<file path="config.mk">
export PLATFORM = sky130hd
export DESIGN_NAME = spi_master
export DESIGN_NICKNAME = d
export VERILOG_FILES = /design/src/rtl/spi_master.sv
export SDC_FILE = /design/constraint.sdc
export NUM_CORES = 1
export LEC_CHECK = 0
export CAP_MARGIN = 20
export CELL_PAD_IN_SITES_DETAIL_PLACEMENT = 1
export CELL_PAD_IN_SITES_GLOBAL_PLACEMENT = 1
export CORE_MARGIN = 2
export CORE_UTILIZATION = 48
export CTS_CLUSTER_SIZE = 28
export DETAILED_ROUTE_END_ITERATION = 6
export PLACE_DENSITY = 0.94
export SLEW_MARGIN = 25
export SYNTH_ARGS = -nofsm -noshare
export SYNTH_HDL_FRONTEND = slang
export SYNTH_SLANG_ARGS = --single-unit
export TNS_END_PERCENT = 5
</file>
<file path="constraint.sdc">
create_clock -name clk -period 5.48 [get_ports clk]
set_input_delay 0.822 -clock clk [delete_from_list [all_inputs] [get_ports clk]]
set_output_delay 0.822 -clock clk [all_outputs]
set_load 0.03 [all_outputs]
</file>
<file path="src/rtl/spi_master.sv">
// SPI mode-0 master: one 8-bit MSB-first transfer per start. Done arrives 1+18*HALF_DIV cycles after accept.
// There is no backpressure: start is only sampled in IDLE, so it is ignored while busy.
module spi_master #(
  parameter int HALF_DIV = 4
) (
  input  logic       clk,
  input  logic       rst,
  input  logic       start,
  input  logic [7:0] tx_data,
  input  logic       miso,
  output logic       sclk,
  output logic       cs,
  output logic       mosi,
  output logic [7:0] rx_data,
  output logic       busy,
  output logic       done
);

  typedef enum logic [1:0] {IDLE, LEAD, XFER, TRAIL} state_e;

  localparam logic [7:0] CNT_LAST = 8'(HALF_DIV - 1);

  state_e     state_q;
  logic [7:0] cnt_q, cnt_d;
  logic [3:0] edge_q;
  logic [7:0] tx_q, shift_q, rx_q;
  logic       sclk_q, cs_q, mosi_q, busy_q, done_q;
  logic       half_end;

  assign half_end = (cnt_q == CNT_LAST);
  assign cnt_d    = half_end ? 8'd0 : cnt_q + 8'd1;

  always_ff @(posedge clk or posedge rst) begin
    if (rst) begin
      state_q <= IDLE;
      cnt_q   <= 8'd0;
      edge_q  <= 4'd0;
      tx_q    <= 8'd0;
      shift_q <= 8'd0;
      rx_q    <= 8'd0;
      sclk_q  <= 1'b0;
      cs_q    <= 1'b1;
      mosi_q  <= 1'b0;
      busy_q  <= 1'b0;
      done_q  <= 1'b0;
    end else begin
      done_q <= 1'b0;
      cnt_q  <= cnt_d;
      case (state_q)
        IDLE: begin
          cnt_q <= 8'd0;
          if (start) begin
            tx_q    <= tx_data;
            mosi_q  <= tx_data[7];
            cs_q    <= 1'b0;
            busy_q  <= 1'b1;
            edge_q  <= 4'd0;
            state_q <= LEAD;
          end
        end
        LEAD: begin
          if (half_end) state_q <= XFER;
        end
        XFER: begin
          // Every state change happens on half_end, so the counter wrap doubles as its reload.
          if (half_end) begin
            sclk_q <= ~sclk_q;
            edge_q <= edge_q + 4'd1;
            if (!sclk_q) begin
              shift_q <= {shift_q[6:0], miso};
            end else if (edge_q != 4'd15) begin
              tx_q   <= {tx_q[6:0], 1'b0};
              mosi_q <= tx_q[6];
            end
            if (edge_q == 4'd15) state_q <= TRAIL;
          end
        end
        TRAIL: begin
          if (half_end) begin
            state_q <= IDLE;
            cs_q    <= 1'b1;
            busy_q  <= 1'b0;
            done_q  <= 1'b1;
            rx_q    <= shift_q;
            mosi_q  <= 1'b0;
          end
        end
        default: state_q <= IDLE;
      endcase
    end
  end

  assign sclk    = sclk_q;
  assign cs      = cs_q;
  assign mosi    = mosi_q;
  assign rx_data = rx_q;
  assign busy    = busy_q;
  assign done    = done_q;

endmodule

</file>
==> metrics.md, run 1 <==
| Metric | Value |
|---|---|
| Clock Tree Root | `clkbuf_8` |
| Htree depth | `2` |
| Dpl ws | `2.852 ns` |
| Core area | `0.004294 sq mm` |
| Worst Path Max Fanout | `18` |
| Worst Reg2Reg Path Length in Cells | `6` |
| Die X | `70.12 microns` |
| Reg2reg start | `state_q[0]$_DFFE_PP0P_` |
| Routability cong. | `0.7804` |
| Tmin final | `2.516 ns` |
| Post-synth EDFFs | `0` |
| Slew Limit Headroom | `54.86%` |
| Worst Max-Slew Pin Slew | `0.6772 ns` |
| F_max | `397.5 MHz` |
| # DRC | `0` |
| Rows | `24` |
| Leakage | `0.001185 uW` |
| Reg2reg end | `tx_q[5]$_DFFE_PP0P_` |
| Overflow after GRT | `0` |
| Period utilization | `45.91%` |
| Vias per Instance | `5.490` |
| Status | `completed` |
| PortBufs | `24` |
| Clock sink count | `42` |
| CTS tree | `yes` |
| Syn-to-layout area delta | `19.80%` |
| Number of global-route vias before repair | `1552` |
| Hold EP | `rx_data[4]$_DFFE_PP0P_` |
| Cell Count, Final, Fillers Out | `247` |
| Seq cells post-synth | `42` |
| Clk slew on worst S/H paths | `0.09 ns` |
| Post-CTS Repair Setup Buffers | `0` |
| Global-route wire length before repair | `7.700 mm` |
| Hold Crit Class | `flop to flop` |
| 1st-pass router iterations | `4` |
| Die height | `70.12 microns` |
| Syn_nets | `185` |
| Cell variety after synth | `43` |
| Tot Pwr | `1359 uW` |
| Post-route ant nets | `0` |
| Warnings from Yosys | `0` |
| Top FF cell, synth | `dfrtp_1` |
| Final-report hold violation count | `0` |
| Setup Viol. Count Final | `0` |
| Setup repair after global routing missed its margin | `false` |
| Hpwl dp | `3.185 mm` |
| Post-Syn Area | `0.002098 sq mm` |
| Fin Setup TNS | `0 ns` |
| Initial antenna violation count | `0` |
| Crit Path Category | `flop to flop` |
| CP Launch Point | `state_q[0]$_DFFE_PP0P_` |
| GRT Total Usage | `20.31%` |
| CTS max path bufs | `2` |
| CP Data Required Time | `5.68 ns` |
| Layout net count | `214` |
| Min-delay src | `rx_data[4]$_DFFE_PP0P_` |
| Final WL | `4.416 mm` |
| Peak VDD IR | `239.9 uV` |
| Ports | `25` |
| Max-Cap Viols | `0` |
| Synth async-reset ratio | `100.0%` |
| Antenna Cells | `0` |
| Post-Syn Area per Cell | `12.72 sq um` |
| Pwr Density | `540.6 mW/mm^2` |
| # hold bufs at CTS | `0` |
| Share of the yosys chip area belonging to registers | `50.15%` |
| Drt initial violations | `51` |
| Placed Cells incl. Taps | `239` |
| Post-CTS sizing | `0` |
| Fin Clk Skew | `0.01414 ns` |
| Share of layout cells above drive strength 1 | `21.54%` |
| Flop-to-flop setup slack | `2.96 ns` |
| DR WL/cell | `17.88 microns` |
| Initial Util | `48.86%` |
| WP data arrival | `2.72 ns` |
| Vias | `1356` |
| WHS Path Cells | `1` |
| CP Launch Type | `flop` |
| Clock latency on the worst-skew pair | `0.31 ns` |
| TritonCTS Buffers | `5` |
| DIE AREA | `0.004916 sq mm` |
| Slew Limit Fails | `0` |
| Nature of the critical path endpoint | `flop` |
| Cells after Synth | `165` |
| Final worst slack | `2.964 ns` |
| Largest net degree at the start of global routing | `43` |
## routing by layer
metal / up-vias / global-route usage [%] / routed length [microns]
met5: - / 0 / 0
met4: 0 / 6.838 / 62
met3: 5 / 6.349 / 198
met2: 24 / 33.54 / 2145
met1: 682 / 25.31 / 2009
li1: 645 / - / -
## kinds of logic (layout without fill, tap and decap cells)
group	Yosys count	in the layout	synth area share (%)
AO/OA/AOI/OAI	23	23	8.588
XOR/XNOR	7	7	2.922
adder cells (fa/ha/maj)	8	8	4.771
buffers and inverters	12	42	2.325
flip-flops	42	42	50.15
multiplexers	29	29	18.07
AND/OR/NAND/NOR	44	44	13.18
## synthesized netlist by cell type, drive strengths merged (2+ instances only)
master   n  area [sq um]
nor2    11         57.56
nand2b   3         18.77
nand3b   2         15.01
dfrtp   41          1026
nor3     2         10.01
ha       8         100.1
xor2     5         43.79
xnor2    2         17.52
nor2b    2         12.51
nand3   10         50.05
a21oi    5         36.29
inv      8         30.03
mux2    29         379.1
buf      3         13.76
nand2    5         36.29
o21ai    7         35.03
a22oi    2         15.01
and3     2         12.51
## through the flow
stage | cell area, sq um | hold slack (ns) | utilization [%]
final | 2514 | 0.5026 | 58.54
after global routing | 2514 | 0.5309 | 58.54
after CTS | 2514 | 0.5074 | 58.54
after detailed placement | 2397 | 0.4852 | 55.83
after global placement | 2397 | 0.4712 | 55.83
after floorplan | 2098 | 0.4584 | -
## critical path, stage by stage, from the launching register on
cell and delay [ns]:
dfrtp_1 0.43, inv_1 0.14, ha_1 0.61, and4bb_2 0.40, nand2_2 0.13, a21oi_4 0.36, mux2_4 0.33
## power by group
group | leakage (uW) | switching (uW) | internal [uW]
sequential | 0.000538 | 86.1 | 415
clock | 0.0000585 | 109 | 149
combinational | 0.000588 | 311 | 289
total | 0.00118 | 506 | 853
## flip-flops by register name, summed over array words and instances, names as in the netlist, 2 cells and up
| name | count |
|---|---|
| edge_q | 4 |
| shift_q | 8 |
| state_q | 2 |
| rx_data | 8 |
| cnt_q | 8 |
| tx_q | 7 |
## placed cells by master, fill, tap and decap left out, types with 3 or more instances in the layout
cell type / Yosys / layout
dfrtp_1: 41 / 41
clkdlybuf4s50_1: 0 / 24
mux2_4: 14 / 14
nand3_1: 10 / 10
nor2_1: 10 / 10
mux2_1: 9 / 9
inv_1: 8 / 8
ha_1: 8 / 8
o21ai_0: 7 / 7
mux2_2: 6 / 6
clkbuf_8: 0 / 6
xor2_1: 5 / 5
a21oi_1: 4 / 4
nand2b_1: 3 / 3
## worst max-delay path by stage
stage / to / slack (ns)
3_3_place_gp: tx_q[4]$_DFFE_PP0P_ / 2.96
5_1_grt: tx_q[6]$_DFFE_PP0P_ / 2.81
6_report: tx_q[5]$_DFFE_PP0P_ / 2.96
4_1_cts: tx_q[6]$_DFFE_PP0P_ / 2.94
2_1_floorplan: tx_q[1]$_DFFE_PP0P_ / 3.52
3_5_place_dp: tx_q[4]$_DFFE_PP0P_ / 2.85
## area by class of cell
cell class | instances | area [sq um]
fillers | 427 | 1780
inverters | 9 | 35.03
well taps | 52 | 65.06
multi-input cells | 111 | 997.2
flip-flops and latches | 42 | 1052
clock inverters | 1 | 30.03
clock buffers | 7 | 86.33
repair buffers | 25 | 247.7
Note: power is estimated with default switching activity, not from simulation.
==> run 2: changes to the inputs <==
--- a/config.mk
+++ b/config.mk
@@ -9,10 +9,10 @@
 export CELL_PAD_IN_SITES_DETAIL_PLACEMENT = 1
 export CELL_PAD_IN_SITES_GLOBAL_PLACEMENT = 1
 export CORE_MARGIN = 2
-export CORE_UTILIZATION = 48
+export CORE_UTILIZATION = 40
 export CTS_CLUSTER_SIZE = 28
 export DETAILED_ROUTE_END_ITERATION = 6
-export PLACE_DENSITY = 0.94
+export PLACE_DENSITY = 0.85
 export SLEW_MARGIN = 25
 export SYNTH_ARGS = -nofsm -noshare
 export SYNTH_HDL_FRONTEND = slang
==> constraint.sdc (replaced) <==
create_clock -name clk -period 2.3 [get_ports clk]
set_input_delay 0.345 -clock clk [delete_from_list [all_inputs] [get_ports clk]]
set_output_delay 0.345 -clock clk [all_outputs]
set_load 0.03 [all_outputs]
==> run 2 against run 1 <==
Non-clock buffer count up 4. Combinational power up 140%. Design area up 1.1%. Largest power group unchanged. Global-route usage down 3.4 points. First-iteration DRC count up 18%. Sequential share of layout area down 0.47 points. Sequential cell count unchanged.
==> metrics.md, run 2 (synthesis results as in run 1) <==
| Metric | Value |
|---|---|
| # DRC | `0 (unchanged)` |
| Slew Limit Headroom | `64.24% (+9.4 points)` |
| Vias | `1398 (+3.1%)` |
| Clock latency on the worst-skew pair | `0.31 ns (about the same)` |
| Core area | `0.005075 sq mm (+18%)` |
| Setup Viol. Count Final | `0 (unchanged)` |
| Worst Max-Slew Pin Slew | `0.5365 ns (-0.1407 ns)` |
| Drt initial violations | `60 (+18%)` |
| Initial antenna violation count | `0 (unchanged)` |
| Post-CTS Repair Setup Buffers | `0 (unchanged)` |
| Global-route wire length before repair | `7.879 mm (+2.3%)` |
| TritonCTS Buffers | `5 (unchanged)` |
| Max-Cap Viols | `0 (unchanged)` |
| Nature of the critical path endpoint | `flop` |
| Number of global-route vias before repair | `1599 (+3.0%)` |
| Crit Path Category | `flop to flop` |
| Overflow after GRT | `0 (unchanged)` |
| # hold bufs at CTS | `0 (unchanged)` |
| Multi-input gate area | `997.2 sq um (unchanged)` |
| Final-report hold violation count | `0 (unchanged)` |
| Post-CTS sizing | `0 (unchanged)` |
| Vias per Instance | `5.197 (-5.3%)` |
| CTS max path bufs | `2 (unchanged)` |
| Share of layout cells above drive strength 1 | `23.62% (+2.1 points)` |
| Routability cong. | `0.7836 (+0.41%)` |
| F_max | `464.3 MHz (+17%)` |
| Commonest non-fill, non-tap cells in the layout | `dfrtp_1, clkdlybuf4s50_1, mux2_4` |
| CTS tree | `yes` |
| Layout net count | `218 (+1.9%)` |
| Hpwl dp | `3.171 mm (-0.42%)` |
| Post-route ant nets | `0 (unchanged)` |
| CP max stage delay | `0.41 ns (-0.20 ns)` |
| Largest net degree at the start of global routing | `43 (unchanged)` |
| Fin Setup TNS | `0 ns (unchanged)` |
| 1st-pass router iterations | `4 (unchanged)` |
| Crit path cell chain | `inv_1, ha_1, buf_4, nand4_1, nand3b_1, a21oi_4, mux2_4` |
| Initial Util | `41.35% (-7.5 points)` |
| Syn-to-layout area delta | `21.17%` |
| Die height | `76.43 microns (+9.0%)` |
| Clk slew on worst S/H paths | `0.09 ns (about the same)` |
| Rows | `26 (+8.3%)` |
| DIE AREA | `0.005841 sq mm (+19%)` |
| Ports | `25 (unchanged)` |
| Die X | `76.43 microns (+9.0%)` |
| Cell family with most CP delay | `flip-flops` |
| Status | `completed` |
| Clock Tree Root | `clkbuf_8` |
| Antenna Cells | `0 (unchanged)` |
| Fin Clk Skew | `0.01710 ns (+0.002957 ns)` |
| Dpl ws | `0.1519 ns (-2.700 ns)` |
| Tmin final | `2.154 ns (-0.3622 ns)` |
| Dpl cell area | `0.002450 sq mm (+2.2%)` |
| WP data arrival | `2.34 ns (-0.38 ns)` |
| Setup repair after global routing missed its margin | `false` |
| Leakage | `0.001186 uW (+0.14%)` |
| Htree depth | `2 (unchanged)` |
| Design area | `0.002542 sq mm (+1.1%)` |
| CP Buf/Inv Count | `2 (+1)` |
| CP Launch Type | `flop` |
| DR WL/cell | `16.46 microns (-7.9%)` |
| Commonest non-fill, non-tap cell in the layout | `dfrtp_1` |
| Peak VDD IR | `517.8 uV (+120%)` |
| CP Data Required Time | `2.48 ns (-3.20 ns)` |
| Slew Limit Fails | `0 (unchanged)` |
| Final worst slack | `0.1463 ns (-2.818 ns)` |
| Worst Path Max Fanout | `12 (-6)` |
| Flip-flop and latch area | `0.001052 sq mm (unchanged)` |
| PortBufs | `24 (unchanged)` |
| Slowest-stage cell, CP | `dfrtp_1` |
| FILL cells | `549 (+29%)` |
| Final WL | `4.427 mm (+0.25%)` |
| Pwr Density | `1233 mW/mm^2 (+130%)` |
| Hold Crit Class | `input port to asynchronous set/reset pin` |
| Clock sink count | `42 (unchanged)` |
| Period utilization | `93.64% (+48 points)` |
| GRT Total Usage | `16.88% (-3.4 points)` |
run 2: changes by cell type in the layout (fill, tap and decap cells not counted), sizes merged:
cell	previous run	this run
buf	1	5
bufinv	1	0
clkbuf	7	5
clkinvlp	0	2
inv	8	9
run 2: per-stage QoR:
stage               power, uW  util [%]  hold slack, ns  std cells
finish                   3135     50.10          0.4555        269
global route             3360     50.10          0.5269        269
CTS                      3179     50.10          0.4780        269
detailed placement       2657     48.27          0.4887        261
global placement         2581     48.27          0.4680        261
floorplan                2245         -          0.4513        165
run 2: layout make-up:
class                   instances  share of cell area, %
clock inverters                 3                 0.9350
clock buffers                   5                  2.707
flip-flops and latches         42                  41.39
well taps                      70                  3.445
inverters                       9                  1.378
multi-input cells             111                  39.22
repair buffers                 29                  10.93
run 2: worst reg2reg max path, delay by kind of cell (launching register included):
family          cells  cell delay, ns
mux                 1            0.34
simple gates        2            0.31
flops               1            0.41
buf+inv             2            0.34
fa+ha+maj           1            0.30
compound gates      1            0.34
run 2: final timing paths:
check	to	cells past startpoint	from	slack [ns]
setup reg to reg	tx_q[1]$_DFFE_PP0P_	7	state_q[0]$_DFFE_PP0P_	0.15
min in group clk	rx_data[6]$_DFFE_PP0P_	1	rx_data[6]$_DFFE_PP0P_	0.50
setup / recovery	tx_q[1]$_DFFE_PP0P_	7	state_q[0]$_DFFE_PP0P_	0.15
max in group asynchronous	cnt_q[7]$_DFF_PP0_	3	rst	1.45
hold / removal	rx_data[0]$_DFFE_PP0P_	3	rst	0.46
hold reg to reg	rx_data[6]$_DFFE_PP0P_	1	rx_data[6]$_DFFE_PP0P_	0.50
run 2: per-layer routing:
metal / wire, microns / global-route usage [%]
met1: 1885 / 20.33
met2: 2295 / 29.03
met3: 145 / 4.028
met4: 102 / 6.727
met5: 0 / 0
run 2: power by group:
group | internal (uW) | switching (uW) | total, uW
combinational | 710 | 728 | 1440
sequential | 987 | 209 | 1200
clock | 217 | 283 | 500
